--- src/rtl/mips_ctrl_pkg.sv ---
// Shared encodings for the multicycle MIPS control unit: FSM states, opcodes, functs, ALU codes.
// HALT exists only when ILLEGAL_OP_TRAP_EN is defined.
package mips_ctrl_pkg;

`ifdef ILLEGAL_OP_TRAP_EN
    typedef enum logic [3:0] {
        S_FETCH    = 4'd0,  S_DECODE   = 4'd1,  S_MEMADR   = 4'd2,  S_MEMREAD = 4'd3,
        S_MEMWB    = 4'd4,  S_MEMWRITE = 4'd5,  S_EXECUTE  = 4'd6,  S_ALUWB   = 4'd7,
        S_BEQ      = 4'd8,  S_ADDIEXEC = 4'd9,  S_ADDIWB   = 4'd10, S_JUMP    = 4'd11,
        S_HALT     = 4'd12
    } state_t;
`else
    typedef enum logic [3:0] {
        S_FETCH    = 4'd0,  S_DECODE   = 4'd1,  S_MEMADR   = 4'd2,  S_MEMREAD = 4'd3,
        S_MEMWB    = 4'd4,  S_MEMWRITE = 4'd5,  S_EXECUTE  = 4'd6,  S_ALUWB   = 4'd7,
        S_BEQ      = 4'd8,  S_ADDIEXEC = 4'd9,  S_ADDIWB   = 4'd10, S_JUMP    = 4'd11
    } state_t;
`endif

    localparam logic [5:0] OP_RTYPE = 6'b000000;
    localparam logic [5:0] OP_LW    = 6'b100011;
    localparam logic [5:0] OP_SW    = 6'b101011;
    localparam logic [5:0] OP_BEQ   = 6'b000100;
    localparam logic [5:0] OP_ADDI  = 6'b001000;
    localparam logic [5:0] OP_J     = 6'b000010;

    localparam logic [5:0] FN_ADD = 6'b100000;
    localparam logic [5:0] FN_SUB = 6'b100010;
    localparam logic [5:0] FN_AND = 6'b100100;
    localparam logic [5:0] FN_OR  = 6'b100101;
    localparam logic [5:0] FN_SLT = 6'b101010;

    localparam logic [1:0] ALUOP_ADD   = 2'b00;
    localparam logic [1:0] ALUOP_SUB   = 2'b01;
    localparam logic [1:0] ALUOP_FUNCT = 2'b10;

    localparam logic [2:0] ALU_ADD = 3'b010;
    localparam logic [2:0] ALU_SUB = 3'b110;
    localparam logic [2:0] ALU_AND = 3'b000;
    localparam logic [2:0] ALU_OR  = 3'b001;
    localparam logic [2:0] ALU_SLT = 3'b111;

endpackage

--- src/rtl/alu_decoder.sv ---
// Combinational ALU decoder: maps the FSM's aluop plus the R-type funct field to alu_control.
module alu_decoder
    import mips_ctrl_pkg::*;
(
    input  logic [1:0] aluop,
    input  logic [5:0] funct,
    output logic [2:0] alu_control
);

    // aluop 11 is unused by the FSM and falls back to add
    always_comb begin
        alu_control = ALU_ADD;
        case (aluop)
            ALUOP_ADD: alu_control = ALU_ADD;
            ALUOP_SUB: alu_control = ALU_SUB;
            ALUOP_FUNCT: begin
                case (funct)
                    FN_ADD:  alu_control = ALU_ADD;
                    FN_SUB:  alu_control = ALU_SUB;
                    FN_AND:  alu_control = ALU_AND;
                    FN_OR:   alu_control = ALU_OR;
                    FN_SLT:  alu_control = ALU_SLT;
                    default: alu_control = ALU_ADD;
                endcase
            end
            default: alu_control = ALU_ADD;
        endcase
    end

endmodule

--- src/rtl/multicycle_controller.sv ---
// Moore main-decoder FSM for the multicycle MIPS core plus the ALU decoder instance.
// Define ILLEGAL_OP_TRAP_EN to trap unknown opcodes into a sticky HALT state.
module multicycle_controller
    import mips_ctrl_pkg::*;
(
    input  logic       clk,
    input  logic       reset,
    input  logic [5:0] opcode,
    input  logic [5:0] funct,
    output logic       mem_to_reg,
    output logic       reg_dest,
    output logic       i_or_d,
    output logic       alu_src_a,
    output logic       ir_write,
    output logic       mem_write,
    output logic       pc_write,
    output logic       branch,
    output logic       reg_write,
    output logic [1:0] alu_src_b,
    output logic [1:0] pc_src,
    output logic [2:0] alu_control,
    output logic       illegal_op
);

    state_t     state;
    state_t     next_state;
    logic [1:0] aluop;

    // State register
    always_ff @(posedge clk or posedge reset) begin
        if (reset) begin
            state <= S_FETCH;
        end else begin
            state <= next_state;
        end
    end

    // Next-state decode; opcode is only consulted while the IR is stable
    always_comb begin
        next_state = S_FETCH;
        case (state)
            S_FETCH: next_state = S_DECODE;
            S_DECODE: begin
                case (opcode)
                    OP_LW, OP_SW: next_state = S_MEMADR;
                    OP_RTYPE:     next_state = S_EXECUTE;
                    OP_BEQ:       next_state = S_BEQ;
                    OP_ADDI:      next_state = S_ADDIEXEC;
                    OP_J:         next_state = S_JUMP;
`ifdef ILLEGAL_OP_TRAP_EN
                    default:      next_state = S_HALT;
`else
                    default:      next_state = S_FETCH;
`endif
                endcase
            end
            S_MEMADR: begin
                if (opcode == OP_LW) begin
                    next_state = S_MEMREAD;
                end else begin
                    next_state = S_MEMWRITE;
                end
            end
            S_MEMREAD:  next_state = S_MEMWB;
            S_EXECUTE:  next_state = S_ALUWB;
            S_ADDIEXEC: next_state = S_ADDIWB;
`ifdef ILLEGAL_OP_TRAP_EN
            S_HALT:     next_state = S_HALT;
`endif
            default:    next_state = S_FETCH;
        endcase
    end

    // Moore output decode; reset forces every strobe and select low
    always_comb begin
        mem_to_reg = 1'b0;
        reg_dest   = 1'b0;
        i_or_d     = 1'b0;
        alu_src_a  = 1'b0;
        ir_write   = 1'b0;
        mem_write  = 1'b0;
        pc_write   = 1'b0;
        branch     = 1'b0;
        reg_write  = 1'b0;
        alu_src_b  = 2'b00;
        pc_src     = 2'b00;
        aluop      = ALUOP_ADD;
        if (reset) begin
            aluop = ALUOP_ADD;
        end else begin
            case (state)
                S_FETCH: begin
                    ir_write  = 1'b1;
                    pc_write  = 1'b1;
                    alu_src_b = 2'b01;
                end
                S_DECODE: alu_src_b = 2'b11;
                S_MEMADR, S_ADDIEXEC: begin
                    alu_src_a = 1'b1;
                    alu_src_b = 2'b10;
                end
                S_MEMREAD: i_or_d = 1'b1;
                S_MEMWB: begin
                    mem_to_reg = 1'b1;
                    reg_write  = 1'b1;
                end
                S_MEMWRITE: begin
                    i_or_d    = 1'b1;
                    mem_write = 1'b1;
                end
                S_EXECUTE: begin
                    alu_src_a = 1'b1;
                    aluop     = ALUOP_FUNCT;
                end
                S_ALUWB: begin
                    reg_dest  = 1'b1;
                    reg_write = 1'b1;
                end
                S_BEQ: begin
                    alu_src_a = 1'b1;
                    aluop     = ALUOP_SUB;
                    pc_src    = 2'b01;
                    branch    = 1'b1;
                end
                S_ADDIWB: reg_write = 1'b1;
                S_JUMP: begin
                    pc_src   = 2'b10;
                    pc_write = 1'b1;
                end
                default: aluop = ALUOP_ADD;
            endcase
        end
    end

    alu_decoder u_alu_decoder (
        .aluop       (aluop),
        .funct       (funct),
        .alu_control (alu_control)
    );

`ifdef ILLEGAL_OP_TRAP_EN
    logic illegal_flag;

    // Sticky trap flag, raised on HALT entry and cleared only by reset
    always_ff @(posedge clk or posedge reset) begin
        if (reset) begin
            illegal_flag <= 1'b0;
        end else if (next_state == S_HALT) begin
            illegal_flag <= 1'b1;
        end else begin
            illegal_flag <= illegal_flag;
        end
    end

    assign illegal_op = illegal_flag;
`else
    assign illegal_op = 1'b0;
`endif

endmodule

--- config.mk ---
export PLATFORM = sky130hd
export DESIGN_NAME = multicycle_controller
export DESIGN_NICKNAME = d
export VERILOG_FILES = /design/src/rtl/mips_ctrl_pkg.sv /design/src/rtl/alu_decoder.sv /design/src/rtl/multicycle_controller.sv
export SDC_FILE = /design/constraint.sdc
export NUM_CORES = 1
export LEC_CHECK = 0
export CAP_MARGIN = 20
export CORE_MARGIN = 3
export CORE_UTILIZATION = 39
export CTS_CLUSTER_DIAMETER = 40
export DETAILED_ROUTE_END_ITERATION = 8
export GPL_TIMING_DRIVEN = 0
export PLACE_DENSITY = 0.8
export SLEW_MARGIN = 30
export SYNTH_ARGS = -nofsm -noshare
export SYNTH_HDL_FRONTEND = slang
export SYNTH_SLANG_ARGS = --single-unit
--- constraint.sdc ---
create_clock -name clk -period 3 [get_ports clk]
set_clock_uncertainty 0.2 [all_clocks]
set_input_delay 0.6 -clock clk [delete_from_list [all_inputs] [get_ports clk]]
set_output_delay 0.6 -clock clk [all_outputs]
set_load 0.01 [all_outputs]
# --- After elaboration in Yosys (flattened, before gate mapping) ---
# Cells that the tools add are included.
# Widths: inputs -> output; s select.
totals:
  inputBits: 14
  regBits: 4
  wordCells: 60
classes:
  n_mux: 29
  n_eq_ne: 22
  reduce_logical: 8
ops:
  columns: ["cell", "count"]
  rows:
  - ["$eq 6x6->1 const B", 6]
  - ["$pmux 4 s6", 1]
  - ["$pmux 4 s5", 1]
  - ["$mux 1", 18]
  - ["$eq 4x3->1 const B", 4]
  - ["$eq 4x4->1 const B", 4]
  - ["$pmux 3 s4", 1]
  - ["$eq 4x2->1 const B", 2]
  - ["$pmux 2 s2", 2]
  - ["$reduce_or 2->1", 4]
  - ["$eq 6x2->1 const B", 1]
  - ["$eq 6x3->1 const B", 1]
  - ["$eq 6x4->1 const B", 1]
  - ["$logic_not 6->1", 1]
  - ["$mux 2", 3]
  - ["$pmux 2 s3", 1]
  - ["$pmux 3 s2", 1]
  - ["$eq 4x1->1 const B", 1]
  - ["$logic_not 4->1", 1]
  - ["$reduce_or 4->1", 1]
  - ["$mux 3", 1]
  - ["$reduce_or 3->1", 1]
  - ["$eq 2x1->1 const B", 1]
  - ["$eq 2x2->1 const B", 1]

# --- Depth between registers and ports, before layout ---
depth:
  depth_word: 5
  ltp_mapped: 7
  depth_no_buf: 6

# --- Hierarchy ---
# A second synthesis with hierarchy kept.
unflattened:
  cells_unflattened: 77
  area_unflattened_um2: 626.9
modules_own_cells:
  columns: ["mod", "area_per_inst_um2", "cells_per_inst", "n_inst"]
  rows:
  - ["multicycle_controller", 508.0, 62, 1]
  - ["alu_decoder", 118.9, 15, 1]

# --- Least setup slack after synthesis ---
# No wires, ideal clock.
synth_path:
  kind: "input to output"
  startpoint: "input port reset"
  endpoint: "output port alu_control[2]"
  path_slack_ns: 0.325
  required_time_ns: 2.200
  arrival_ns: 1.875
  stages: 6
  path_cell_list: "buf_2 nor4_4 inv_2 ha_1 nand3b_1 o22ai_1"
synth_between:
  elab_chain_len: 3
  word_cells_on_any_way: 4
synth_rtl:
  columns: ["item", "line_no", "text"]
  rows:
  - ["start: declaration", "multicycle_controller.sv:7", "input logic reset,"]
  - ["$mux 2 *", "multicycle_controller.sv:88", "if (reset) begin"]
  - ["$eq 2x2->1 or $eq 2x1->1 (tied branches)", "alu_decoder.sv:13", "case (aluop)"]
  - ["$pmux 3 s2 *", "alu_decoder.sv:13", null]
  - ["end: declaration", "multicycle_controller.sv:21", "output logic [2:0] alu_control,"]
# Mark *: on every way between the ends. The rest lies on a longest branch, timed or not.

# --- Worst setup path after layout ---
layout_path:
  startpoint: "register state[0]"
  endpoint: "output port alu_control[1]"
layout_between:
  elab_chain_len: 5
  word_cells_on_any_way: 7
layout_rtl:
  columns: ["item", "line_no", "text"]
  rows:
  - ["start: declaration", "multicycle_controller.sv:25", "state_t state;"]
  - ["start signal: assignment", "multicycle_controller.sv:34", "state <= next_state;"]
  - ["$eq 4x4->1 or $eq 4x3->1 (tied branches)", "multicycle_controller.sv:91", "case (state)"]
  - ["$pmux 2 s2 *", "multicycle_controller.sv:91", null]
  - ["$mux 2 *", "multicycle_controller.sv:88", null]
  - ["$eq 2x2->1 or $eq 2x1->1 (tied branches)", "alu_decoder.sv:13", null]
  - ["$pmux 3 s2 *", "alu_decoder.sv:13", null]
# Marks and branches as above.

==> reports/metrics.csv <==
metric,value,unit
muxShareOfSynthArea,0,%
clk_path_buf_depth,2,
period_needed,2.89,ns
grt_usage,17.1,%
reg2reg_from,state[1],
max_freq,346,MHz
die_y,45.4,um
multi_input_area,448,sq um
die_area,2060,sq um
largest-register,state,
seq_area_frac_synth,16.6,%
clkSinkCount,4,
synthXorXnorAreaFrac,2.90,%
syn-cell-area,604,sq um
async_flop_share,100,%
crit_type,reg -> out,
power_per_cell_area,430,nW/um^2
viasPerCell,5.67,
worst_setup_path_start_kind,register,
clk_latency,0.24,ns
hp-class,in -> async,
cp_max_fo,10,
root_buffer,clkbuf_4,
synth_adder_area_share,4.14,%
fin_crit_sh,96.2,%
worstPathArrival,2.09,ns
first_global_vias,643,
cts.reportedPaths.clkPinSlew,0.04,ns
ant_nets,0,
reg2reg_slack,1.59,ns
htreeDepth,1,
required,2.20,ns
hold_viol,0,
drt_iter0_drc,10,
fill_cells,118,
antenna_found_initial,0,
pwr-share-seq,18.6,%
grt_start_max_net_pins,11,
end_kind,primary output,
drv_slew,0,
drive_gt1_share,22.5,%
holdWs,0.128,ns
power_leakage,0.353,nW
cts_buffers,3,
p_sw,165,uW
p_clk_share,16.1,%
final-seq-area,101,sq um
postCtsHoldBufs,0,
syn_avg_cell_area,7.65,sq um
status,"complete, no violations",
grt_overflow,0,
synth-edff-count,0,
ys_types,43,
dpl.hpwl,1.27,mm
p_sw_share,40.4,%
wl_per_cell,13.3,um
power,409,uW
finalSetupViolations,0,
cts_tree,yes,
die_x,45.4,um
p_comb_share,65.3,%
synthSimpleGateAreaFrac,41.0,%
largestRegisters,state: 4 flops,
core_area,1380,sq um
first_pass_iters,4,
synth_compound_area_share,21.3,%
max_cap_viol_count,0,
ys_ff_latch,4,
ios,31,
largest_reg_flops,4,
vdd.ir_drop.worst,0.231,mV
port_buffers,28,
p_int,244,uW
areaGrowthSynthToFinish,57.3,%
vias,714,
yosys_most_used_dff,dfrtp_1,
place_congestion,0.769,
synth_nets,95,
synth_cells,79,
synth_top_family_by_area,simple AND/OR/NAND/NOR gates,
final_area,951,sq um
rsz0062_at_grt,false,
rows,13,
grt_first_pass_wirelength,2.60,mm
start_util,43.7,%
fin_nets,129,
yosysWarnings,0,
route.detailed.drc,0,
diodes,0,
crit_start,state[0],
routed_wirelength,1.68,mm
placed_area,903,sq um
-- logic make-up (layout without fill, tap and decap cells) --
kind of cell | after synthesis | in the layout
other cells | 1 | 1
compound gates | 17 | 17
simple gates | 39 | 39
flops | 4 | 4
buf+inv | 14 | 46
xor+xnor | 2 | 2
fa+ha+maj | 2 | 2
-- layout make-up --
cell class                      count  area share, %
Buffer                              8           6.18
Clock buffer                        3           2.37
Sequential cell                     4           10.7
Timing Repair Buffer               29           29.1
Inverter                            6           2.63
Tap cell                           15           1.97
Multi-Input combinational cell     61           47.1
-- per-stage QoR --
step	util [%]	setup TNS [ns]	setup WS, ns	instances
detailed placement	65.3	-0.513	-0.235	122
CTS	68.1	0	0.0262	126
floorplan	-	0	0.325	79
global route	68.8	0	0.0174	126
global placement	65.3	-0.342	-0.156	122
finish	68.8	0	0.113	126
-- worst paths after layout --
kind | to | depth (start not counted)
setup reg to reg | state[1] | 4
hold / removal | state[1] | 2
hold reg to reg | state[2] | 2
setup / recovery | alu_control[1] | 7
min in group clk | state[2] | 2
max in group asynchronous | state[2] | 2
-- cell usage after synthesis, types with 2 or more instances --
| cell | n | area [sq um] |
|---|---|---|
| nor2_1 | 9 | 33.8 |
| buf_4 | 5 | 37.5 |
| nand2_1 | 5 | 18.8 |
| a211oi_1 | 2 | 15.0 |
| nand2b_1 | 2 | 12.5 |
| buf_2 | 2 | 10.0 |
| nor3_1 | 4 | 20.0 |
| nor3b_1 | 3 | 22.5 |
| nand3b_1 | 2 | 15.0 |
| nand3_1 | 2 | 10.0 |
| a21oi_1 | 3 | 15.0 |
| inv_2 | 2 | 7.51 |
| ha_1 | 2 | 25.0 |
| dfrtp_1 | 4 | 100 |
| inv_1 | 4 | 15.0 |
-- worst max-delay path, cell delays in order (launching register included) --
cell and delay (ns):
dfrtp_1 0.36, buf_4 0.16, buf_4 0.18, nor4_4 0.30
inv_2 0.07, ha_4 0.24, a211o_1 0.26, dlygate4sd2_1 0.28
-- timing repair --
item	in CTS	in global routing
pin swaps	1	1
setup buffers	1	0
setup endpoints to repair	3	2
resized for setup	7	6
endpoints found under the hold margin	0	0
cloned	0	0
-- layout by cell type (no fill, tap or decap), types with 2 or more instances in the layout --
cell type,instances
nor3_1,3
nor3_2,2
buf_2,2
inv_1,4
clkdlybuf4s50_1,25
nor3b_1,3
nor2_1,9
nand2_1,5
clkbuf_4,3
nand3_1,2
clkbuf_2,2
dfrtp_1,3
a211oi_1,2
a21oi_1,3
nand3b_1,2
buf_4,6
-- power groups by stage --
stage | Combinational, mW | Sequential (mW) | Clock (mW)
floorplan | 0.171 | 0.0723 | 0
global placement | 0.256 | 0.0734 | 0
detailed placement | 0.258 | 0.0753 | 0
CTS | 0.263 | 0.0760 | 0.0675
global route | 0.291 | 0.0769 | 0.0722
finish | 0.267 | 0.0761 | 0.0661
-- layer usage --
| layer | GRT usage (%) | share of wire [%] | vias to the layer above |
|---|---|---|---|
| met5 | 0 | 0 | - |
| met4 | 7.02 | 1.2 | 0 |
| met3 | 3.59 | 7.8 | 4 |
| met2 | 31.4 | 51 | 34 |
| met1 | 18.8 | 40 | 321 |
| li1 | - | - | 355 |
(Power assumes the default switching activity.)
